### config.mk
export PLATFORM = sky130hd
export DESIGN_NAME = max7219_chain
export DESIGN_NICKNAME = d
export VERILOG_FILES = /design/src/rtl/max7219_chain.sv
export SDC_FILE = /design/constraint.sdc
export NUM_CORES = 1
export LEC_CHECK = 0
export BUFFER_PORTS_ARGS = -buffer_cell sky130_fd_sc_hd__buf_2
export CORE_MARGIN = 1
export CORE_UTILIZATION = 40
export CTS_CLUSTER_SIZE = 14
export DETAILED_ROUTE_END_ITERATION = 10
export SLEW_MARGIN = 25
export SYNTH_ARGS = -nofsm -noshare
export SYNTH_HDL_FRONTEND = slang
export SYNTH_SLANG_ARGS = --single-unit
### constraint.sdc
create_clock -name clk -period 6.3 [get_ports clk]
set_clock_uncertainty 0.1 [all_clocks]
set_input_delay 0.63 -clock clk [delete_from_list [all_inputs] [get_ports clk]]
set_output_delay 0.63 -clock clk [all_outputs]
set_load 0.05 [all_outputs]
### src/rtl/max7219_chain.sv
// max7219_chain: drives a daisy-chain of NUM_DEV MAX7219 LED drivers.
// After a power-up wait it programs every device (shutdown, test off, scan
// limit, decode off, intensity, run), then refreshes digits 1..8 forever.
// The digits come from display_value, which is snapshotted once per pass.
// If intensity changes, a broadcast intensity frame is sent at the next
// pass boundary. A reinit request reruns the init sequence at the next
// frame boundary.
//
// Ports
//   clk, rst        system clock, synchronous active-high reset
//   display_value   8 hex nibbles per device (device d = bits [32d+31:32d])
//   intensity       brightness code written to register 0xA
//   reinit          single-cycle request to rerun the init sequence
//   din, sck, load  serial bus to the first device in the chain
//   busy            high from load fall through load rise
//   pass_done       one-cycle pulse when the digit-8 frame has been latched
module max7219_chain #(
  parameter int NUM_DEV    = 2,
  parameter int CLK_DIV    = 128,
  parameter int POR_CYCLES = 1048576
) (
  input  logic                  clk,
  input  logic                  rst,
  input  logic [32*NUM_DEV-1:0] display_value,
  input  logic [3:0]            intensity,
  input  logic                  reinit,
  output logic                  din,
  output logic                  sck,
  output logic                  load,
  output logic                  busy,
  output logic                  pass_done
);
  localparam int HALF = CLK_DIV / 2;
  localparam int NB   = 16 * NUM_DEV;
  localparam int VW   = 32 * NUM_DEV;
  localparam int DW   = $clog2(CLK_DIV);
  localparam int BW   = $clog2(NB);
  localparam int PW   = $clog2(POR_CYCLES + 1);

  // Frame codes: 0..5 init steps, 6 intensity update, 7..14 digits 1..8.
  localparam logic [3:0] F_INIT_LAST = 4'd5;
  localparam logic [3:0] F_INTENS    = 4'd6;
  localparam logic [3:0] F_DIG1      = 4'd7;
  localparam logic [3:0] F_DIG8      = 4'd14;

  typedef enum logic [1:0] {S_POR, S_INIT, S_IDLE_GAP, S_REFRESH} state_t;
  typedef enum logic [1:0] {PH_LEAD, PH_SHIFT, PH_TAIL} phase_t;

  state_t        st_q, st_d;
  phase_t        ph_q, ph_d;
  logic [DW-1:0] div_q, div_d;
  logic [BW-1:0] bit_q, bit_d;
  logic [PW-1:0] por_q, por_d;
  logic [3:0]    idx_q, idx_d;
  logic          pend_q, pend_d;
  logic [3:0]    prog_q, prog_d;
  logic [NB-1:0] sr_q, sr_d;
  logic [VW-1:0] disp_q, disp_d;
  logic          din_q, din_d, sck_q, sck_d, load_q, load_d;
  logic          busy_q, busy_d, pd_q, pd_d;
  logic          start;
  logic [3:0]    nxt;

  function automatic logic [6:0] seg7(input logic [3:0] n);
    case (n)
      4'h0: seg7 = 7'h7E;  4'h1: seg7 = 7'h30;  4'h2: seg7 = 7'h6D;  4'h3: seg7 = 7'h79;
      4'h4: seg7 = 7'h33;  4'h5: seg7 = 7'h5B;  4'h6: seg7 = 7'h5F;  4'h7: seg7 = 7'h70;
      4'h8: seg7 = 7'h7F;  4'h9: seg7 = 7'h7B;  4'hA: seg7 = 7'h77;  4'hB: seg7 = 7'h1F;
      4'hC: seg7 = 7'h4E;  4'hD: seg7 = 7'h3D;  4'hE: seg7 = 7'h4F;  default: seg7 = 7'h47;
    endcase
  endfunction

  // Device NUM_DEV-1 occupies the top word so it is shifted out first.
  function automatic logic [NB-1:0] build_frame(input logic [3:0] code,
                                                input logic [3:0] inten,
                                                input logic [VW-1:0] src);
    logic [NB-1:0] f;
    logic [15:0]   w;
    logic [3:0]    dig;
    f   = '0;
    dig = code - F_INTENS;
    for (int d = 0; d < NUM_DEV; d++) begin
      case (code)
        4'd0:           w = 16'h0C00;
        4'd1:           w = 16'h0F00;
        4'd2:           w = 16'h0B07;
        4'd3:           w = 16'h0900;
        4'd4, F_INTENS: w = {8'h0A, 4'h0, inten};
        F_INIT_LAST:    w = 16'h0C01;
        default:        w = {4'h0, dig, 1'b0, seg7(src[32*d + 4*(int'(dig) - 1) +: 4])};
      endcase
      f[16*d +: 16] = w;
    end
    return f;
  endfunction

  always_comb begin
    st_d   = st_q;
    ph_d   = ph_q;
    div_d  = div_q;
    bit_d  = bit_q;
    por_d  = por_q;
    idx_d  = idx_q;
    pend_d = pend_q | reinit;
    prog_d = prog_q;
    sr_d   = sr_q;
    disp_d = disp_q;
    din_d  = 1'b0;
    sck_d  = 1'b0;
    load_d = 1'b1;
    busy_d = 1'b0;
    pd_d   = 1'b0;
    start  = 1'b0;
    nxt    = idx_q;

    case (st_q)
      S_POR: begin
        pend_d = 1'b0;
        if (por_q == PW'(POR_CYCLES - 1)) begin
          start = 1'b1;
          nxt   = 4'd0;
        end else begin
          por_d = por_q + PW'(1);
        end
      end
      S_INIT, S_REFRESH: begin
        load_d = 1'b0;
        busy_d = 1'b1;
        case (ph_q)
          PH_LEAD: begin
            ph_d  = PH_SHIFT;
            div_d = '0;
            bit_d = '0;
          end
          PH_SHIFT: begin
            sck_d = (div_q >= DW'(HALF));
            din_d = sr_q[NB-1];
            if (div_q == DW'(CLK_DIV - 1)) begin
              div_d = '0;
              sr_d  = {sr_q[NB-2:0], 1'b0};
              if (bit_q == BW'(NB - 1)) ph_d = PH_TAIL;
              else                      bit_d = bit_q + BW'(1);
            end else begin
              div_d = div_q + DW'(1);
            end
          end
          default: begin
            if (div_q == DW'(HALF - 1)) begin
              st_d  = S_IDLE_GAP;
              div_d = '0;
            end else begin
              div_d = div_q + DW'(1);
            end
          end
        endcase
      end
      default: begin
        // First gap cycle is the load-rise cycle: busy still high there.
        busy_d = (div_q == '0);
        pd_d   = (div_q == '0) && (idx_q == F_DIG8);
        if (div_q == DW'(HALF - 1)) begin
          start = 1'b1;
          if (pend_q | reinit) begin
            nxt    = 4'd0;
            pend_d = 1'b0;
          end else if (idx_q < F_INIT_LAST) begin
            nxt = idx_q + 4'd1;
          end else if (idx_q == F_INIT_LAST || idx_q == F_INTENS) begin
            nxt = F_DIG1;
          end else if (idx_q < F_DIG8) begin
            nxt = idx_q + 4'd1;
          end else begin
            nxt = (intensity != prog_q) ? F_INTENS : F_DIG1;
          end
        end else begin
          div_d = div_q + DW'(1);
        end
      end
    endcase

    if (start) begin
      st_d  = (nxt < F_INTENS) ? S_INIT : S_REFRESH;
      ph_d  = PH_LEAD;
      div_d = '0;
      bit_d = '0;
      idx_d = nxt;
      sr_d  = build_frame(nxt, intensity, (nxt == F_DIG1) ? display_value : disp_q);
      if (nxt == 4'd4 || nxt == F_INTENS) prog_d = intensity;
      if (nxt == F_DIG1)                  disp_d = display_value;
    end
  end

  always_ff @(posedge clk) begin
    if (rst) begin
      st_q   <= S_POR;
      ph_q   <= PH_LEAD;
      div_q  <= '0;
      bit_q  <= '0;
      por_q  <= '0;
      idx_q  <= '0;
      pend_q <= 1'b0;
      prog_q <= '0;
      din_q  <= 1'b0;
      sck_q  <= 1'b0;
      load_q <= 1'b1;
      busy_q <= 1'b0;
      pd_q   <= 1'b0;
    end else begin
      st_q   <= st_d;
      ph_q   <= ph_d;
      div_q  <= div_d;
      bit_q  <= bit_d;
      por_q  <= por_d;
      idx_q  <= idx_d;
      pend_q <= pend_d;
      prog_q <= prog_d;
      din_q  <= din_d;
      sck_q  <= sck_d;
      load_q <= load_d;
      busy_q <= busy_d;
      pd_q   <= pd_d;
    end
  end

  always_ff @(posedge clk) begin
    sr_q   <= sr_d;
    disp_q <= disp_d;
  end

  assign din       = din_q;
  assign sck       = sck_q;
  assign load      = load_q;
  assign busy      = busy_q;
  assign pass_done = pd_q;
endmodule

Word level (Yosys, flattened, before mapping) --
Memories as Yosys holds them, arrays and structs flattened. Index checks and enable logic that the tools add are counted. W data, S select, Z words.
Storage, ports and cells: flip-flop bits (word level) 147, bits in read-only memories 224, input bits 71, memories kept 2
Memory list:
- (no name shown) | depth 16, bits a word 7, read ports 1, clocked after memory_dff 0, write ports 0, RTL line 65 | case (n)
- (no name shown) | depth 16, bits a word 7, read ports 1, clocked after memory_dff 0, write ports 0, RTL line 65
Operators by class: add/sub/neg operators 7, order comparisons 4, eq/ne operators 23, shifts and indexed selects 2, muxes and demuxes 38, bitwise operators 5, reductions and logical operators 25
Operators with widths (count):
- $pmux W12 S6 | 2
- $mux W32 | 4
- $mux W64 | 1
- $shiftx A64 B7 Y4 | 1
- $shiftx A64 B8 Y4 | 1
- $pmux W7 S2 | 2
- $eq A4 B3 Y1 const B | 6
- $mux W4 | 6
- $add A21 B1 Y21 const B | 1
- $eq A21 B20 Y1 const B | 1
- $mux W7 | 3
- $mux W2 | 7
- $mux W5 | 2
- $pmux W5 S2 | 1
- $reduce_bool A2 Y1 | 5
- $add A7 B7 Y8 const A | 1
- $eq A4 B2 Y1 const B | 2
- $lt A4 B3 Y1 const B | 2
- $pmux W4 S2 | 1
- $reduce_and A4 Y1 | 2
- $reduce_or A2 Y1 | 4
- $add A7 B1 Y7 const B | 1
- $eq A7 B6 Y1 const B | 1
- $eq A7 B7 Y1 const B | 1
- 28 further kinds | 46

Longest topological paths before layout --
An unclocked memory read counts as a cell.
word-level depth 15, gate-level depth with buffers 26

Worst setup path before layout --
Ideal clock, no wire load.
kind reg2reg, from register st_q[0], to register sr_q[16] (data pin), library setup time 0.142 ns, arrival 5.452 ns, required time 6.058 ns, setup slack 0.606 ns, cell stages (with the launch flop) 24, path buffers 5, period minus slack after synthesis 5.694 ns, path through dfxtp_1 inv_1 ha_1 and4b_1 and2_1 nor3_1 a21o_1 buf_6 buf_6 clkbuf_1 ha_1 and4_1 clkbuf_1 nand2_2 buf_6 mux4_2 a22o_1 o32ai_2 nand2b_1 inv_1 ha_1 mux2_1 o311ai_0 o22a_1
Between the ends: word-level cells in the longest chain between the ends 10
Ends and longest elaborated chain:
- start, declared | RTL line 49 | state_t st_q, st_d;
- start signal, assigned | RTL line 209 | st_q <= st_d;
- $eq A2 B1 Y1 / $eq A2 B2 Y1 (equally long branches) | RTL line 116 | case (st_q)
- $reduce_or A2 Y1 | RTL line 116
- $pmux W4 S2 * | RTL line 116
- via nxt[0] | RTL line 62 | logic [3:0] nxt;
- $sub A4 B3 Y4 | RTL line 81 | dig = code - F_INTENS;
- $sub A4 B1 Y5 | RTL line 90 | default: w = {4'h0, dig, 1'b0, seg7(src[32*d + 4*(int'(dig) - 1) +: 4])};
- $add A7 B7 Y8 | RTL line 90
- $shiftx A64 B8 Y4 | RTL line 90
- $mem_v2 Z16 W7
- $pmux W12 S6 * | RTL line 83 | case (code)
- $mux W32 * | RTL line 181 | if (start) begin
- via sr_d[16] | RTL line 57 | logic [NB-1:0] sr_q, sr_d;
- end signal, assigned | RTL line 226 | sr_q <= sr_d;
- end, declared | RTL line 57
The timed path passes the listed nets; every way through them passes the cells marked *. A chain may end at the register's enable or synchronous reset.

Final worst setup path --
from register st_q[1], to register sr_q[16] (data pin)
The elaborated chain is that of the path after synthesis.

==> out/qor.log <==
qor: yosys.post-synth-top-area-fraction 31.9%
qor: pwr.share_seq_of_total_power 48.9%
qor: timing.slew_headroom 29.5%
qor: layout.utilization 46.7%
qor: die.fp.dieArea 0.0232 mm²
qor: yosys.synth.top_cells.by_count 208 x nand2_1, 96 x edfxtp_1, 78 x nor2_1
qor: yosys.synth-warning-count 0
qor: timing.final_hold_viol_count 0
qor: clocking.cts-root-to-sink-buffers 2
qor: place.dpl_worst_slack 0.759 ns
qor: setup_path.timing.critical_path.to_type flip-flop
qor: timing.timing.final.setup_violations 0
qor: setup_path.worst_ep_required_time 6.50 ns
qor: setup_path.critical-path-max-stage-delay 0.57 ns
qor: timing.final_min_period_over_clock_period 89.1%
qor: pwr.combinational_share_of_power 2.5%
qor: min_path.hp-class in -> reg
qor: pwr.ir_drop 0.000139 V
qor: timing.final.min_clock_period 5.61 ns
qor: clocking.post_cts_resize_count 0
qor: clocking.clock_sinks 147
qor: place.gp_routability_congestion 0.844
qor: detailed_routing.drt_first_iter_violations 477
qor: run_status.violations DRC
qor: timing.max_freq 178 MHz
qor: pwr.pwr-share-clk 48.7%
qor: yosys.postSynthRegisterBits 147
qor: yosys.synth_top_cells_by_area edfxtp_1 32%, dfxtp_1 11%, nand2_1 8.6%
qor: yosys.mappedNetlistNets 1056
qor: die.fp.coreArea 0.0220 mm²
qor: yosys.postSynth.topFlopCell edfxtp_1
qor: timing.unrepaired_setup_endpoints_after_global_routing false
qor: pwr.swShare 22.8%
qor: timing.worst-slew-pin-transition 1.06 ns
qor: run_status.outcome finished with violations
qor: clocking.htreeDepth 4
qor: yosys.synth.lib_cells_used.distinct 84
qor: timing.setup_ws 0.688 ns
qor: detailed_routing.route.vias.total 7334
qor: layout.area_delta_synth_final 13.6%
qor: global_route.maximum_number_of_pins_on_one_net_before_global_route_repair 47
qor: layout.post_route_cell_area 0.0103 mm²
qor: timing.setup_tns 0 ns
qor: detailed_routing.wirelength 22700 µm
qor: yosys.synthesis.instances 951
qor: detailed_routing.wl_per_instance 17.3 µm
qor: die.num_io_pins 76
qor: die.fp.dieW 152 µm
qor: pwr.post_route_total_power 2.08 mW
qor: setup_path.setup.worst_path.start_class flip-flop
qor: global_route.overflow 0
qor: timing.finalHoldWorstSlack 0.375 ns
qor: pwr.internal_power_of_the_cells 1.61 mW
qor: yosys.synth_edf_count 96
qor: clocking.post_cts_hold_buffer_count 0
qor: global_route.grt_pass1_wl 37300 µm
qor: layout.final_net_count 1121
qor: yosys.syn_area_per_cell 9.50 µm²
qor: place.post-place-cells 1277
qor: pwr.total_leakage_power 3.73 nW
qor: setup_path.timing.critical_path.fanout_max 18
qor: detailed_routing.drtAntennaViolNets 0
qor: place.postPlaceCellArea 0.00968 mm²
qor: die.dieHeight 152 µm
qor: clocking.clock_buffer_count_from_cts 17
qor: clocking.clock_pin_transition_on_the_worst_setup_and_hold_timing_paths 0.07 ns
qor: setup_path.critPathTopFamily simple AND/OR/NAND/NOR gates
qor: detailed_routing.drc 3
qor: layout.post_route_cells_drive_above_1_share 18.1%
qor: layout.n_diodes 0
qor: clocking.cts_setup_buffers 0
qor: clocking.clock_tree_from_tritoncts built
qor: setup_path.timing.critical_path.mode_cell ha_1
qor: clocking.insertion_delay 0.43 ns
qor: global_route.antenna_violations_before_repair 0
qor: global_route.grtUsageTotal 20.2%
qor: pwr.p_sw 0.475 mW
qor: die.floorplan.rows 54
qor: timing.max_slew_vio_count 0
qor: setup_path.timing.critical_path.buf_inv 3
qor: detailed_routing.detail_route.vias_per_cell 5.60
qor: detailed_routing.drt_pass1_iterations 10
qor: setup_path.worstPathCellList inv_1, ha_1, nor2_1, nand2_1, or3_1, nand4_1, o41ai_1, buf_4, ha_1, and4_1, nand2_2, mux4_2, a22o_1, o32ai_2, nand2b_1, inv_1, ha_1, mux2_1, o311ai_0, o22a_1
qor: setup_path.worst_ep_arrival_time 5.81 ns
qor: yosys.synth-async-reset-ratio 0%
qor: setup_path.criticalPathCategory reg -> reg
qor: flow_run.max-cap-violations 0
qor: clocking.cts-root-buf clkbuf_16
qor: yosys.synth_area 0.00903 mm²
qor: yosys.synth.largest_area_cell edfxtp_1
qor: setup_path.worst_path_max_delay_cell mux4_2
qor: yosys.share_of_the_yosys_chip_area_belonging_to_registers 43.2%
qor: pwr.power.density 203 mW/mm²
qor: yosys.synth_most_common_cell nand2_1
qor: global_route.vias_in_the_first_global_route 7017
qor: place.port-buffer-count 75
qor: die.floorplan.initialDensity 41.1%
qor: layout.fillers 2104
qor: place.hpwlAfterDp 16200 µm
qor: layout.final-instance-count-excl-fill 1309
## sequential cells by signal (all words and copies together), names as in the netlist, 4 cells and up
signal and cells:
disp_q 64, sr_q 32, por_q 21, div_q 7, bit_q 5, idx_q 4, prog_q 4
## layout make-up
| class | count | area (µm²) | share of cell area, % |
|---|---|---|---|
| flip-flops and latches | 147 | 3900 | 38.0 |
| multi-input cells | 727 | 4790 | 46.7 |
| clock buffers | 18 | 439 | 4.28 |
| inverters | 27 | 103 | 1.00 |
| well taps | 280 | 350 | 3.41 |
| clock inverters | 14 | 144 | 1.40 |
| repair buffers | 96 | 533 | 5.19 |
## worst paths after layout
kind                            slack, ns  depth (start not counted)                   from               endpoint
worst max-delay path                 0.69                         20   st_q[1]$_SDFFE_PP0P_     sr_q[16]$_DFFE_PP_
worst min-delay path                 0.38                          3      display_value[53]   disp_q[53]$_DFFE_PN_
worst max register to register       0.69                         20   st_q[1]$_SDFFE_PP0P_     sr_q[16]$_DFFE_PP_
worst min register to register       0.38                          2  bit_q[3]$_SDFFE_PP0P_  bit_q[3]$_SDFFE_PP0P_
## logic make-up after synthesis
| logic type | after synthesis | synth area share [%] |
|---|---|---|
| DFF | 147 | 43.2 |
| buffers and inverters | 77 | 3.96 |
| adders and majority gates | 34 | 4.71 |
| xor gates and xnor gates | 32 | 3.31 |
| and+or+nand+nor | 428 | 21.8 |
| AOI/OAI and AO/OA | 192 | 17.4 |
| muxes | 41 | 5.60 |
## per-layer routing
layer	track usage, %	vias to the layer above	wire (µm)
li1	-	3616	-
met1	27.3	3472	10500
met4	7.14	0	404
met3	3.38	30	1060
met5	0	-	0
met2	32.6	216	10700
## cell usage in the layout, fill, tap and decap left out, types with 24 or more instances in the layout
cell type / Yosys / routed
a21oi_1: 29 / 29
buf_2: 7 / 75
dfxtp_1: 51 / 51
edfxtp_1: 96 / 96
ha_1: 34 / 34
nand2_1: 208 / 208
nand3_1: 41 / 41
nor2_1: 78 / 78
xor2_1: 24 / 24
## power by group through the flow
stage | clock, mW | sequential [mW] | combinational (mW)
CTS | 1.03 | 1.02 | 0.0516
global placement | 0 | 1.04 | 0.0520
detailed placement | 0 | 1.04 | 0.0513
floorplan | 0 | 1.04 | 0.0161
finish | 1.01 | 1.02 | 0.0517
global route | 1.07 | 1.02 | 0.0562
## worst min-delay path, cell delays in order
cell	delay, ns
buf_2	0.08
nand2_1	0.04
nand2_1	0.04
Power figures use the tool's default switching activity.
